==> src/rtl/load_store_unit_pkg.sv <==
// Shared types for the load/store unit: op encodings, FSM states and decode helpers.
package load_store_unit_pkg;

  localparam int unsigned ADDR_W = 32;
  localparam int unsigned DATA_W = 32;

  typedef enum logic [3:0] {
    OpLb  = 4'b0000,
    OpLh  = 4'b0001,
    OpLw  = 4'b0010,
    OpLbu = 4'b0100,
    OpLhu = 4'b0101,
    OpSb  = 4'b1000,
    OpSh  = 4'b1001,
    OpSw  = 4'b1010
  } op_e;

  typedef enum logic [2:0] {
    StIdle,
    StRead,
    StRmwRd,
    StWrite,
    StResp
  } state_e;

  function automatic logic op_legal(input logic [3:0] op);
    case (op)
      OpLb, OpLh, OpLw, OpLbu, OpLhu, OpSb, OpSh, OpSw: return 1'b1;
      default:                                          return 1'b0;
    endcase
  endfunction

  function automatic logic op_misaligned(input logic [3:0] op, input logic [1:0] lane);
    case (op)
      OpLh, OpLhu, OpSh: return lane[0];
      OpLw, OpSw:        return |lane;
      default:           return 1'b0;
    endcase
  endfunction

endpackage

==> src/rtl/load_store_unit_if.sv <==
// Request and DataMemory signals of the load/store unit, with LSU (slave) and driver (master) views.
interface load_store_unit_if;
  import load_store_unit_pkg::*;

  logic              Start;
  logic [3:0]        Op;
  logic [ADDR_W-1:0] Addr;
  logic [DATA_W-1:0] StoreData;
  logic [DATA_W-1:0] LoadData;
  logic              Done;
  logic              Error;
  logic              Busy;
  logic [ADDR_W-1:0] MemAddress;
  logic [DATA_W-1:0] MemWriteData;
  logic              MemWrite;
  logic              MemRead;
  logic [DATA_W-1:0] MemReadData;

  modport slave (
    input  Start, Op, Addr, StoreData, MemReadData,
    output LoadData, Done, Error, Busy, MemAddress, MemWriteData, MemWrite, MemRead
  );

  modport master (
    output Start, Op, Addr, StoreData, MemReadData,
    input  LoadData, Done, Error, Busy, MemAddress, MemWriteData, MemWrite, MemRead
  );

endinterface

==> src/rtl/load_store_unit_byte_lane_unit.sv <==
// Little-endian lane logic: extends a loaded byte/half and merges a byte/half into a word.
module byte_lane_unit
  import load_store_unit_pkg::*;
(
  input  logic [DATA_W-1:0] word_i,
  input  logic [1:0]        addr_i,
  input  logic [3:0]        op_i,
  input  logic [15:0]       store_data_i,
  output logic [DATA_W-1:0] load_value_o,
  output logic [DATA_W-1:0] store_word_o
);

  logic [7:0]  byte_sel;
  logic [15:0] half_sel;

  always_comb begin
    byte_sel = word_i[{addr_i, 3'b000} +: 8];
    half_sel = word_i[{addr_i[1], 4'b0000} +: 16];

    case (op_i)
      OpLb:    load_value_o = {{24{byte_sel[7]}}, byte_sel};
      OpLbu:   load_value_o = {24'h0, byte_sel};
      OpLh:    load_value_o = {{16{half_sel[15]}}, half_sel};
      OpLhu:   load_value_o = {16'h0, half_sel};
      default: load_value_o = word_i;
    endcase

    store_word_o = word_i;
    if (op_i == OpSb) begin
      store_word_o[{addr_i, 3'b000} +: 8] = store_data_i[7:0];
    end else if (op_i == OpSh) begin
      store_word_o[{addr_i[1], 4'b0000} +: 16] = store_data_i;
    end
  end

endmodule

==> src/rtl/load_store_unit.sv <==
// Load/store unit: runs one load/store per request against DataMemory; SB/SH use read-modify-write.
module load_store_unit
  import load_store_unit_pkg::*;
(
  input  logic               Clk,
  input  logic               Reset,
  load_store_unit_if.slave   bus
);

  state_e            state_q, state_d;
  logic [3:0]        op_q, op_d;
  logic [1:0]        lane_q, lane_d;
  logic [15:0]       sdata_q, sdata_d;
  logic [DATA_W-1:0] load_q, load_d;
  logic [ADDR_W-1:0] maddr_q, maddr_d;
  logic [DATA_W-1:0] wdata_q, wdata_d;
  logic              err_q, err_d;

  logic [DATA_W-1:0] lane_load;
  logic [DATA_W-1:0] lane_store;

  byte_lane_unit u_byte_lane_unit (
    .word_i       (bus.MemReadData),
    .addr_i       (lane_q),
    .op_i         (op_q),
    .store_data_i (sdata_q),
    .load_value_o (lane_load),
    .store_word_o (lane_store)
  );

  always_comb begin
    state_d = state_q;
    op_d    = op_q;
    lane_d  = lane_q;
    sdata_d = sdata_q;
    load_d  = load_q;
    maddr_d = maddr_q;
    wdata_d = wdata_q;
    err_d   = err_q;

    unique case (state_q)
      StIdle: begin
        if (bus.Start) begin
          op_d    = bus.Op;
          lane_d  = bus.Addr[1:0];
          sdata_d = bus.StoreData[15:0];
          maddr_d = {bus.Addr[ADDR_W-1:2], 2'b00};
          err_d   = 1'b0;
          if (!op_legal(bus.Op) || op_misaligned(bus.Op, bus.Addr[1:0])) begin
            // Rejected requests go straight to the response without touching memory.
            err_d   = 1'b1;
            state_d = StResp;
          end else if (!bus.Op[3]) begin
            state_d = StRead;
          end else if (bus.Op == OpSw) begin
            wdata_d = bus.StoreData;
            state_d = StWrite;
          end else begin
            state_d = StRmwRd;
          end
        end
      end
      StRead: begin
        load_d  = lane_load;
        state_d = StResp;
      end
      StRmwRd: begin
        wdata_d = lane_store;
        state_d = StWrite;
      end
      StWrite: state_d = StResp;
      StResp:  state_d = StIdle;
      default: state_d = StIdle;
    endcase
  end

  always_ff @(posedge Clk) begin
    if (Reset) begin
      state_q <= StIdle;
      op_q    <= '0;
      lane_q  <= '0;
      sdata_q <= '0;
      load_q  <= '0;
      maddr_q <= '0;
      wdata_q <= '0;
      err_q   <= 1'b0;
    end else begin
      state_q <= state_d;
      op_q    <= op_d;
      lane_q  <= lane_d;
      sdata_q <= sdata_d;
      load_q  <= load_d;
      maddr_q <= maddr_d;
      wdata_q <= wdata_d;
      err_q   <= err_d;
    end
  end

  assign bus.LoadData     = load_q;
  assign bus.MemAddress   = maddr_q;
  assign bus.MemWriteData = wdata_q;
  assign bus.Done         = (state_q == StResp);
  assign bus.Error        = (state_q == StResp) && err_q;
  assign bus.Busy         = (state_q != StIdle);
  assign bus.MemRead      = (state_q == StRead) || (state_q == StRmwRd);
  assign bus.MemWrite     = (state_q == StWrite);

endmodule

==> src/flat_wrapper.sv <==
// flat-port wrapper written by rule: the top's interface ports become plain ports
module load_store_unit_flat import load_store_unit_pkg::*;
  (Clk, Reset, bus_Start, bus_Op, bus_Addr, bus_StoreData, bus_MemReadData, bus_LoadData, bus_Done, bus_Error, bus_Busy, bus_MemAddress, bus_MemWriteData, bus_MemWrite, bus_MemRead);
  load_store_unit_if bus_i ();
  input  logic Clk;
  input  logic Reset;
  input wire logic [$bits(bus_i.Start)-1:0] bus_Start;
  input wire logic [$bits(bus_i.Op)-1:0] bus_Op;
  input wire logic [$bits(bus_i.Addr)-1:0] bus_Addr;
  input wire logic [$bits(bus_i.StoreData)-1:0] bus_StoreData;
  input wire logic [$bits(bus_i.MemReadData)-1:0] bus_MemReadData;
  output wire logic [$bits(bus_i.LoadData)-1:0] bus_LoadData;
  output wire logic [$bits(bus_i.Done)-1:0] bus_Done;
  output wire logic [$bits(bus_i.Error)-1:0] bus_Error;
  output wire logic [$bits(bus_i.Busy)-1:0] bus_Busy;
  output wire logic [$bits(bus_i.MemAddress)-1:0] bus_MemAddress;
  output wire logic [$bits(bus_i.MemWriteData)-1:0] bus_MemWriteData;
  output wire logic [$bits(bus_i.MemWrite)-1:0] bus_MemWrite;
  output wire logic [$bits(bus_i.MemRead)-1:0] bus_MemRead;
  assign bus_i.Start = bus_Start;
  assign bus_i.Op = bus_Op;
  assign bus_i.Addr = bus_Addr;
  assign bus_i.StoreData = bus_StoreData;
  assign bus_i.MemReadData = bus_MemReadData;
  assign bus_LoadData = bus_i.LoadData;
  assign bus_Done = bus_i.Done;
  assign bus_Error = bus_i.Error;
  assign bus_Busy = bus_i.Busy;
  assign bus_MemAddress = bus_i.MemAddress;
  assign bus_MemWriteData = bus_i.MemWriteData;
  assign bus_MemWrite = bus_i.MemWrite;
  assign bus_MemRead = bus_i.MemRead;
  load_store_unit u_core (.Clk(Clk), .Reset(Reset), .bus(bus_i));
endmodule
==> config.mk <==
export PLATFORM = sky130hd
export DESIGN_NAME = load_store_unit_flat
export DESIGN_NICKNAME = d
export VERILOG_FILES = /design/src/rtl/load_store_unit_pkg.sv /design/src/rtl/load_store_unit_if.sv /design/src/rtl/load_store_unit_byte_lane_unit.sv /design/src/rtl/load_store_unit.sv /design/src/flat_wrapper.sv
export SDC_FILE = /design/constraint.sdc
export NUM_CORES = 1
export LEC_CHECK = 0
export CAP_MARGIN = 20
export CORE_MARGIN = 2
export CORE_UTILIZATION = 47
export CTS_CLUSTER_SIZE = 16
export DETAILED_ROUTE_END_ITERATION = 8
export PLACE_DENSITY = 0.92
export SYNTH_ARGS = -nofsm -noshare
export SYNTH_HDL_FRONTEND = slang
export SYNTH_HIERARCHICAL = 1
export SYNTH_SLANG_ARGS = --single-unit
==> constraint.sdc <==
create_clock -name Clk -period 2.4 [get_ports Clk]
set_clock_uncertainty 0.05 [all_clocks]
set_input_delay 0.48 -clock Clk [delete_from_list [all_inputs] [get_ports Clk]]
set_output_delay 0.48 -clock Clk [all_outputs]
set_load 0.05 [all_outputs]
==> impl.org, run 1 <==
** Timing
- Setup violations remaining at the end of the flow were counted as 0.
- Setup repair after global routing left no endpoint under its margin.
- Number of hold violations in the final report :: 0
- The number of pins with negative max-slew slack in the final report came to 0.
- At the pin with the least slew margin, the transition time is approximately 630 ps.
- Tcrit/Tclk final :: 0.973
- Hold timing on the final database bottoms out at a slack of 402 ps.
- Setup TNS after final layout :: 0 ps
- Fmax :: 428 MHz
- Final min period :: 2330 ps
- The worst pin sits at a relative slew slack of 0.576.
- Worst-case setup margin in the final layout :: 65.4 ps

** Synth
- Yosys warnings :: 6
- Sequential area share after synthesis :: 0.380
- In the synthesized netlist the dominant register cell turns out to be sky130_fd_sc_hd__dfxtp_1.
- Synthesis instantiated between 50 and 60 different standard cells from the library.
- In this run the mean area of a mapped cell was around 7.9 um^2.
- After synthesis, the share of flip-flops with an asynchronous set or reset is 0.
- In this run the cell area of the synthesized design comes to 6330 um^2.
- Synth Register Bits :: 120
- Yosys mapped a number of flops with a built-in enable equal to 0.
- After technology mapping, the gate count stands at 798.

** Clock network
- The later pin in the worst-skew pair is clocked with a latency of about 420 ps.
- Post-CTS timing repair inserted 0 buffers for setup.
- The cell sitting at the root of the clock tree is a sky130_fd_sc_hd__clkbuf_16.
- No sink is reached through more buffers than the 2 on the longest clock path.
- TritonCTS Sinks :: 120
- TritonCTS built the clock tree.
- H-tree depth reported by CTS :: 4
- Counting the buffers created by CTS gives 17.
- Clock-pin transition on the worst setup and hold timing paths :: about 60 ps

** Worst setup path
- The worst setup path is launched from a register.
- Of all nets on the critical path, the largest fanout is 12.
- The worst setup path is of the register to output port kind.
- STA classifies the critical path endpoint as an output port.
- Required time worst endpoint :: 1870 ps
- Worst endpoint data arrival time :: approximately 1800 ps

** Placement
- Prior to clock tree synthesis, the placed netlist has a worst setup slack of -99.4 ps.
- The count of buffers added on input and output ports is 201.
- HPWL reported at the end of detailed placement :: 15.4 mm
- The congestion estimate from routability-driven global placement came to 0.961.

** Drt
- Detail-routed net length per standard cell :: roughly 19 um
- Detailed routing inserted a total of 6747 vias.
- Detailed Routing Iterations Pass 1 :: 5
- Violation count after the first detailed-routing iteration :: 940
- Remaining number of nets flagged by the antenna check after routing :: 0
- In the routed layout, each cell is associated on average with a via count of 5.78.
- Residual DRC count :: 0
- Total wirelength of the detailed-routed design :: 21.7 mm

** Floorplanning
- The die is 120 um wide.
- The core region is 13200 um^2.
- Initial standard-cell utilization of the core :: 0.480
- The die covers 14400 um^2.
- The floorplan step set the die height to 120 um.
- The initialized floorplan defines 42 standard-cell rows.
- For this design the top-level I/O count stands at 204.

** Global routing
- Sum of overflow across all layers after global routing :: 0
- Gr usage total :: 0.297
- Maximum number of pins on one net before global-route repair :: 54
- The first global-routing pass estimated 33.7 mm of wire.
- Initial antenna violation count :: 0
- The via count of the first global-routing pass was 6277.

** Pwr
- In this run the power density over the cells is 670 nW/um^2.
- Cell leakage power :: 3.40 nW
- IR analysis of the VDD net gives a maximum drop of 0.486 mV.

** Finish
- Final core utilization :: 0.700
- The filler cells instantiated in the layout total a little over 1000.
- Compared with the post-synthesis result, the final layout area differs by 45.8%.
- ANT cells :: 0
- At the end of the flow, the number of nets in the layout was 1087.
- Fraction of final layout cells with drive strength greater than 1 :: 0.0978

** Run
- Max-cap check violation count :: 0

** Outcome
- Status :: complete, no violations

** Min path
- The tightest min-delay check is of the register to register type.
==> power breakdown <==
part,leakage [nW],switching (mW),internal (mW)
Clock,0.289,0.949,1.66
Combinational,2.13,0.830,0.563
Sequential,0.978,0.0823,2.10
==> cell usage after synthesis (8+ instances only) <==
cell type | instances | share of area
sky130_fd_sc_hd__nand3_1 | 9 | 0.0071
sky130_fd_sc_hd__nor2_1 | 10 | 0.0059
sky130_fd_sc_hd__a21o_1 | 15 | 0.018
sky130_fd_sc_hd__a221o_1 | 8 | 0.013
sky130_fd_sc_hd__nor2b_1 | 40 | 0.040
sky130_fd_sc_hd__mux2i_1 | 33 | 0.052
sky130_fd_sc_hd__a21oi_1 | 95 | 0.075
sky130_fd_sc_hd__buf_2 | 10 | 0.0079
sky130_fd_sc_hd__nand2_1 | 201 | 0.12
sky130_fd_sc_hd__o31ai_1 | 31 | 0.037
sky130_fd_sc_hd__a22o_1 | 30 | 0.042
sky130_fd_sc_hd__o21ai_0 | 27 | 0.021
sky130_fd_sc_hd__dfxtp_1 | 120 | 0.38
sky130_fd_sc_hd__clkbuf_1 | 56 | 0.033
sky130_fd_sc_hd__o311ai_0 | 31 | 0.043
==> sequential cells by signal (all words and copies together), names as in the netlist <==
| name | cells |
|---|---|
| u_core/bus.LoadData | 32 |
| u_core/bus.MemAddress | 30 |
| u_core/bus.MemWriteData | 32 |
| u_core/err_q | 1 |
| u_core/lane_q | 2 |
| u_core/op_q | 4 |
| u_core/sdata_q | 16 |
| u_core/state_q | 3 |
==> area by class of cell <==
cell class / count / area, um^2 / area share
Inverter: 4 / 15.0 / 0.00163
Clock buffer: 18 / 439 / 0.0476
Multi-Input combinational cell: 597 / 3580 / 0.388
Timing Repair Buffer: 239 / 2390 / 0.259
Clock inverter: 14 / 174 / 0.0188
Tap cell: 176 / 220 / 0.0239
Sequential cell: 120 / 2410 / 0.261
==> routing by layer <==
layer | routed length, um | up-vias | GRT usage
met1 | 8890 | 3098 | 0.390
met5 | 0 | - | 0
met4 | 846 | 0 | 0.146
met3 | 1920 | 57 | 0.0694
li1 | - | 3205 | -
met2 | 10100 | 387 | 0.457
==> through the flow <==
step,area [um^2],std cells,total power [mW]
6_report,9230,1168,6.18
5_1_grt,9230,1168,6.39
4_1_cts,9230,1168,6.19
3_5_place_dp,8610,1136,3.58
3_3_place_gp,8610,1136,3.56
2_1_floorplan,6340,799,3.03
==> cell usage in the layout (no fill, tap or decap), drive strengths merged, types with 5 or more instances in the layout <==
master and n:
a221o 8, nor2b 40, o31ai 32, mux2i 33, a21o 15, inv 5, a22o 30, nand2b 7
clkinv 6, clkbuf 18, o21ai 33, nand4 5, ha 5, buf 44, nor3b 5, clkdlybuf4s50 195
nand3 9, a21oi 95, dfxtp 120, nor2 10, nand2 201, o311ai 32
==> worst max-delay path, cell delays in order (launching register included) <==
cell	delay [ps]
sky130_fd_sc_hd__dfxtp_2	460
sky130_fd_sc_hd__or3b_2	530
sky130_fd_sc_hd__nand2_1	220
sky130_fd_sc_hd__buf_12	170
==> cells by family after synthesis <==
family	count (synthesis)	share of synthesized area
AOI/OAI and AO/OA	258	0.274
and+or+nand+nor	296	0.217
buffers and inverters	82	0.0595
muxes	36	0.0599
adders and majority gates	5	0.00988
other	1	0.000592
DFF	120	0.380
==> path summary, 6_finish.rpt <==
kind / startpoint / end / slack (ps) / depth (start not counted)
min reg2reg: u_core/bus.MemAddress[28] / u_core/bus.MemAddress[28] / 400 / 2
max reg2reg: u_core/lane_q[0] / u_core/bus.MemWriteData[18] / 170 / 9
min: u_core/bus.MemAddress[28] / u_core/bus.MemAddress[28] / 400 / 2
max: u_core/state_q[0] / bus_MemRead / 70 / 3
==> timing repair <==
action | CTS | global route
setup endpoints to repair | 1 | 3
cloned | 0 | 0
gates resized for setup | 2 | 2
hold buffers | 0 | 0
(Power assumes the default switching activity.)
==> inputs of run 2 (changes only) <==
Settings changed: CTS_CLUSTER_SIZE 16 to 14, PLACE_DENSITY 0.92 to 0.81.
==> run 2 against run 1 <==
Cell area rose by 0.37%; critical path depth increased by 1; sequential share of layout area down 0.11 points; die area is the same; flip-flop and latch count did not move; clock power about the same; via count grew 0.74%; sequential power about the same.
==> impl.org, run 2 (same netlist as run 1, synthesis figures left out) <==
** Outcome
- The run finished with clean final reports.

** Worst setup path
- The critical path starts at u_core/state_q[0].
- Buf+Inv Stages, Crit Path :: 2 (+1)
- Max FO, Critical Path :: 8 (-4)
- STA classifies the critical path startpoint as a register.
- The startpoint identified for the worst register-to-register timing path is u_core/lane_q[1].
- Walking the worst path, the cells encountered are buf_4 -> or3b_2 -> nand2_1 -> buf_12.
- Required time worst endpoint :: 1870 ps (about the same)
- Largest delay share family, worst path :: simple AND/OR/NAND/NOR gates
- Among all stages on the critical path, the largest delay is contributed by sky130_fd_sc_hd__or3b_2.
- The worst setup path is of the register to output port kind.
- The worst setup path is captured at an output port.
- The stage delay of the slowest cell on the critical path came to 530 ps (about the same).
- The arrival time reported for the critical path endpoint was 1790 ps (about the same).

** Timing
- The highest clock frequency the design can meet is 432 MHz (+0.83%).
- Setup Viol. Count Final :: 0 (unchanged)
- Number of hold violations in the final report :: 0 (unchanged)
- Tcrit/Tclk final :: 0.965 (-0.00801)
- The slew at the pin with the worst max-slew slack is 700 ps (+65.4 ps).
- The final critical-path required period came to 2320 ps (-19.2 ps).
- The number of pins with negative max-slew slack in the final report is 0 (unchanged).
- Worst max-slew margin expressed relative to the limit :: 0.533 (-0.0428)
- The final setup slack of the worst path was 84.6 ps (+19.2 ps).
- Unrepaired setup endpoints after global routing :: false

** Clock network
- The number of buffers created by CTS is 17 (unchanged).
- H-tree depth reported by CTS :: 4 (unchanged)
- Clock-pin transition on the worst setup and hold timing paths :: 50 ps (about the same)
- Number of buffers on the longest clock path :: 2 (unchanged)
- TritonCTS built the clock tree.
- The clock insertion delay at the later pin of the skew report was 420 ps (about the same).
- CTS Root Cell :: sky130_fd_sc_hd__clkbuf_16
- TritonCTS Sinks :: 120 (unchanged)

** Floorplanning
- Vert. Die Dim :: 120 um (unchanged)
- Die Footprint :: 14400 um^2 (unchanged)
- The floorplan row count came to 42 (unchanged).
- The width of the die came to 120 um (unchanged).
- The total core area came to 13200 um^2 (unchanged).
- Number of I/O pins :: 204 (unchanged)
- The initial core utilization came to 0.480 (unchanged).

** Finish
- Most common cell after layout, fill and taps aside :: sky130_fd_sc_hd__nand2_1
- Area added between synthesis and finish :: 46.4%
- ANT cells :: 0 (unchanged)
- The post-route core utilization is 0.702 (+0.00256).
- Fraction of final layout cells with drive strength greater than 1 :: 0.0962 (-0.00159)
- Layout Nets :: 1094 (+0.64%)
- In the layout the commonest cells are 201 x sky130_fd_sc_hd__nand2_1, 195 x sky130_fd_sc_hd__clkdlybuf4s50_1, 118 x sky130_fd_sc_hd__dfxtp_1.
- The count of placed standard cells in the final layout, fillers left out came to 1174 (+0.51%).

** Placement
- Number of cells after detailed placement :: 1143 (+0.62%)
- The HPWL after detailed placement is 15.4 mm (-0.12%).
- The count of buffers from port buffering was 201 (unchanged).
- The setup slack at placement is -113 ps (-13.9 ps).
- The final estimated routing congestion in global placement was 0.956 (-0.52%).

** Drt
- DR vias :: 6797 (+0.74%)
- The final routed wire length divided by cell count came to 18.5 um (-0.63%).
- The number of design rule violations left after detail routing is 0 (unchanged).
- Remaining number of nets flagged by the antenna check after routing :: 0 (unchanged)
- The number of vias per cell is 5.79 (+0.23%).
- The number of DRC markers after the initial detailed-route iteration came to 922 (-1.9%).
- Detailed Routing Iterations Pass 1 :: 5 (unchanged)
- The final wirelength is 21.7 mm (-0.12%).

** Global routing
- Sum of overflow across all layers after global routing :: 0 (unchanged)
- Vias in the first global route :: 6240 (-0.59%)
- The initial antenna violation count is 0 (unchanged).
- Maximum number of pins on one net before global-route repair :: 71 (+31%)
- The first-pass GRT wire length came to 33.8 mm (+0.35%).
- The global-route total usage across every layer was 0.299 (+0.00240).

** Min path
- Worst min path class :: register to register
- Hold wc startpoint :: u_core/bus.MemAddress[16]

** Pwr
- The power consumption came to 6.22 mW (+0.68%).
- Power Dens Cells :: 672 nW/um^2 (+0.31%)
- The peak supply drop was 0.528 mV (+8.5%).
- The leakage power was 3.44 nW (+1.1%).

** Run
- The reported max-cap violation count was 0 (unchanged).
## run 2: cell types whose count changed in the layout (fill, tap and decap cells not counted), moves of 2 or more
cell,before,now
sky130_fd_sc_hd__buf_4,35,42
sky130_fd_sc_hd__clkbuf_1,0,5
sky130_fd_sc_hd__clkinv_4,3,1
sky130_fd_sc_hd__clkinvlp_4,4,1
sky130_fd_sc_hd__inv_6,2,0
## run 2: layout make-up
type,instances,area (um^2)
clock buffer,23,458
clock inverter,8,146
fill,1061,3930
inverter,4,15.0
multi-input combinational,597,3580
sequential,120,2400
tap,176,220
timing repair buffer,246,2440
## run 2: final timing paths
kind / endpoint / slack [ps] / cells after the start
worst min register to register: u_core/bus.MemAddress[16] / 400 / 2
worst min-delay path: u_core/bus.MemAddress[16] / 400 / 2
worst max-delay path: bus_MemRead / 80 / 4
worst max register to register: u_core/bus.MemWriteData[18] / 190 / 8
## run 2: layer usage
metal  global-route usage  part of all wire  vias to the layer above
li1                     -                 -                     3225
met1                0.400              0.43                     3148
met2                0.462              0.46                      378
met3               0.0770             0.087                       46
met4                0.117             0.026                        0
met5                    0                 0                        -
## run 2: stage by stage
stage               hold WS [ps]  instance area [um^2]  TNS, ps
floorplan                    382                  6340        0
global placement             390                  8650     -547
detailed placement           396                  8650    -2240
CTS                          403                  9260        0
global route                 420                  9270        0
finish                       400                  9270        0
## run 2: what timing repair did
item	in CTS	in global routing
gates resized for setup	2	3
hold buffers	0	0
setup buffers	0	0
cloned	0	0
setup endpoints to repair	2	9
## run 2: worst reg2reg max path, cell delays in order (launching register included)
cell and delay, ps:
sky130_fd_sc_hd__dfxtp_1 470, sky130_fd_sc_hd__clkinv_1 200, sky130_fd_sc_hd__ha_1 360, sky130_fd_sc_hd__a41oi_1 200, sky130_fd_sc_hd__nor2b_1 70, sky130_fd_sc_hd__buf_4 170
sky130_fd_sc_hd__a22o_1 210, sky130_fd_sc_hd__mux2i_1 250, sky130_fd_sc_hd__o31ai_1 90
## run 2: power by group
| group | switching (mW) | internal (mW) | leakage, nW | total, mW |
|---|---|---|---|---|
| logic | 0.839 | 0.569 | 2.17 | 1.41 |
| registers | 0.0760 | 2.10 | 0.978 | 2.17 |
| clock network | 0.889 | 1.75 | 0.291 | 2.64 |
| total | 1.80 | 4.42 | 3.44 | 6.22 |
==> inputs of run 3 (changes only) <==
Settings changed: SETUP_SLACK_MARGIN set to 0.05.
Clock period 2.4 ns to 2.6 ns, I/O delays scaled along.
==> run 3 against run 2 <==
Sequential share of layout area rose by 0.28 points; final cell count fell by 0.77%; total power fell by 7.5%; die area did not move; critical endpoint is now bus_Busy; largest cell class unchanged; largest power group unchanged; highest routed layer unchanged.
==> impl.org, run 3 (same netlist as run 1, synthesis figures left out) <==
** Global routing
- Maximum number of pins on one net before global-route repair :: 53 (-25%)
- First-pass GRT wire length :: 33.4 mm (-1.2%)
- The via count of the first global-routing pass is 6152 (-1.4%).
- Sum of overflow across all layers after global routing :: 0 (unchanged)
- The initial antenna violation count came to 0 (unchanged).
- The global-route total usage across every layer is 0.296 (-0.00354).

** Floorplanning
- The vertical die dimension is 120 um (unchanged).
- The width of the die was 120 um (unchanged).
- Placeable Area :: 13200 um^2 (unchanged)
- Initial standard-cell utilization of the core :: 0.480 (unchanged)
- The number of placed I/O pins is 204 (unchanged).
- The area of the die is 14400 um^2 (unchanged).
- Std-Cell Rows :: 42 (unchanged)

** Timing
- Fmax :: about 410 MHz
- Worst max-slew margin expressed relative to the limit :: 0.548 (+0.0152)
- The setup-violating endpoint count in the final report was 0 (unchanged).
- The slew at the pin with the worst max-slew slack is 673 ps (-27.3 ps).
- Counting I/O delays and the setup requirement, the final critical path takes 2430 ps.
- The total negative slack came to 0 ps (unchanged).
- Setup repair after global routing left no endpoint under its margin.
- Number of hold violations in the final report :: 0 (unchanged)
- Pins Over Slew Limit :: 0 (unchanged)
- Tcrit/Tclk final :: 0.936

** Finish
- Fraction of final layout cells with drive strength greater than 1 :: 0.0870 (-0.00924)
- Layout Nets :: 1084 (-0.91%)
- The cell area after layout was 9160 um^2 (-1.1%).
- Top library cells by usage in the layout, fill and taps aside :: 201 x sky130_fd_sc_hd__nand2_1, 196 x sky130_fd_sc_hd__clkdlybuf4s50_1, 119 x sky130_fd_sc_hd__dfxtp_1
- ANT cells :: 0 (unchanged)
- The area growth from synthesis to layout is 44.7%.
- Most common cell after layout, fill and taps aside :: sky130_fd_sc_hd__nand2_1

** Placement
- The final estimated routing congestion in global placement was 0.971 (+1.5%).
- The HPWL after detailed placement came to 15.4 mm (about the same).
- The instance area after placement was 8540 um^2 (-1.3%).
- Input/output buffers :: 201 (unchanged)

** Worst setup path
- The worst setup path is launched from a register.
- Required time worst endpoint :: 2030 ps (+160 ps)
- Highest cell delay on the worst timing path :: 710 ps (+180 ps)
- The critical path is of the register to output port type.
- The top fanout value on the critical path was 5 (-3).
- Type of element capturing the critical path :: output port
- The signal on the critical path passes through or3_1 -> clkdlybuf4s50_1.
- Buf+Inv Stages, Crit Path :: 1 (-1)
- Among all stages on the critical path, the largest delay is contributed by sky130_fd_sc_hd__clkdlybuf4s50_1.
- The arrival time reported for the critical path endpoint was 1860 ps (+70 ps).
- The kind of cell with the highest combined delay along the critical path is buffers and inverters.

** Clock network
- Number of buffers on the longest clock path :: 2 (unchanged)
- The clock insertion delay at the later pin of the skew report is 420 ps (about the same).
- CTS placed an instance of sky130_fd_sc_hd__clkbuf_16 at the clock tree root.
- Hold Buf Count CTS :: 0 (unchanged)
- CTS tree :: yes
- The total clock sinks is 120 (unchanged).
- Clock-pin transition on the worst setup and hold timing paths :: 50 ps (about the same)
- The maximum level of the CTS H-tree came to 4 (unchanged).
- CTS buffer count :: 17 (unchanged)

** Drt
- Total length of routed met3 wires :: 1.96 mm (+4.1%)
- Highest signal layer in the routed design :: met4
- The number of DRC markers after the initial detailed-route iteration was 682 (-26%).
- Total wirelength of the detailed-routed design :: 21.5 mm (-0.89%)
- Residual DRC count :: 0 (unchanged)
- Vias per inst :: 5.83 (+0.65%)
- Detailed Routing Iterations Pass 1 :: 5 (unchanged)
- Remaining number of nets flagged by the antenna check after routing :: 0 (unchanged)
- Routed met2 length :: 10.1 mm (+0.67%)
- The total number of vias is 6789 (-0.12%).
- Detail-routed net length per standard cell :: 18.4 um (-0.13%)
- The length of routed wiring on met1 was 9.00 mm (-2.5%).

** Pwr
- Max IR drop VDD :: 0.473 mV (-10%)
- Power Dens Cells :: 629 nW/um^2 (-6.4%)
- Combinational cell fraction of total power :: 0.222 (-0.004)
- The switching power as a share of total power is 0.289 (-0.00132).
- The switching power total was 1.66 mW (-7.9%).
- The total internal power was 4.10 mW (-7.3%).
- The power consumption is 5.76 mW (-7.5%).
- The fraction of power consumed by sequential logic came to 0.349 (about the same).
- The leakage power came to 3.38 nW (-1.5%).
- Clk pwr share :: 0.429 (+0.004)

** Min path
- The tightest min-delay check is of the register to register type.

** Outcome
- The flow ran to the end, and the final reports show no timing, DRC or antenna violations.

** Run
- Max-cap check violation count :: 0 (unchanged)
[run 3: what timing repair did]
item / 4_1_cts / 5_1_grt
resized for setup: 0 / 2
hold endpoints to repair: 0 / 0
setup endpoints to repair: 0 / 2
buffers inserted: 0 / 0
[run 3: worst paths after layout]
path / from / cells past startpoint / slack (ps) / endpoint
worst max-delay path: u_core/state_q[2] / 2 / 170 / bus_Busy
worst min-delay path: u_core/err_q / 2 / 400 / u_core/err_q
worst max register to register: u_core/lane_q[1] / 8 / 250 / u_core/bus.MemWriteData[11]
worst min register to register: u_core/err_q / 2 / 400 / u_core/err_q
[run 3: worst min-delay path, stage by stage (launching register included)]
cell and delay (ps):
sky130_fd_sc_hd__dfxtp_1 300, sky130_fd_sc_hd__nand2_1 50, sky130_fd_sc_hd__a21oi_1 50
[run 3: final cells by class]
class	instances	area (um^2)
clock buffer	24	472
clock inverter	8	144
fill	1077	4030
inverter	4	15.0
multi-input combinational	597	3580
sequential	120	2400
tap	176	220
timing repair buffer	236	2320
[run 3: layer usage]
metal | vias to the layer above | GRT usage
met1 | 3174 | 0.388
met5 | - | 0
met3 | 47 | 0.0875
li1 | 3205 | -
met4 | 0 | 0.0978
met2 | 363 | 0.466
[run 3: through the flow]
step           hold WS, ps  instances   util  setup slack [ps]
5_1_grt                418       1165  0.694               119
2_1_floorplan          382        799      -               261
4_1_cts                403       1165  0.694              94.3
6_report               401       1165  0.694               165
3_3_place_gp           391       1133  0.648               134
3_5_place_dp           396       1133  0.648              95.5
[run 3: power by group through the flow]
stage	registers [mW]	logic [mW]	clock network, mW
floorplan	2.24	0.550	0
finish	2.01	1.28	2.47
global route	2.02	1.36	2.59
detailed placement	2.05	1.25	0
global placement	2.04	1.25	0
CTS	2.01	1.26	2.50
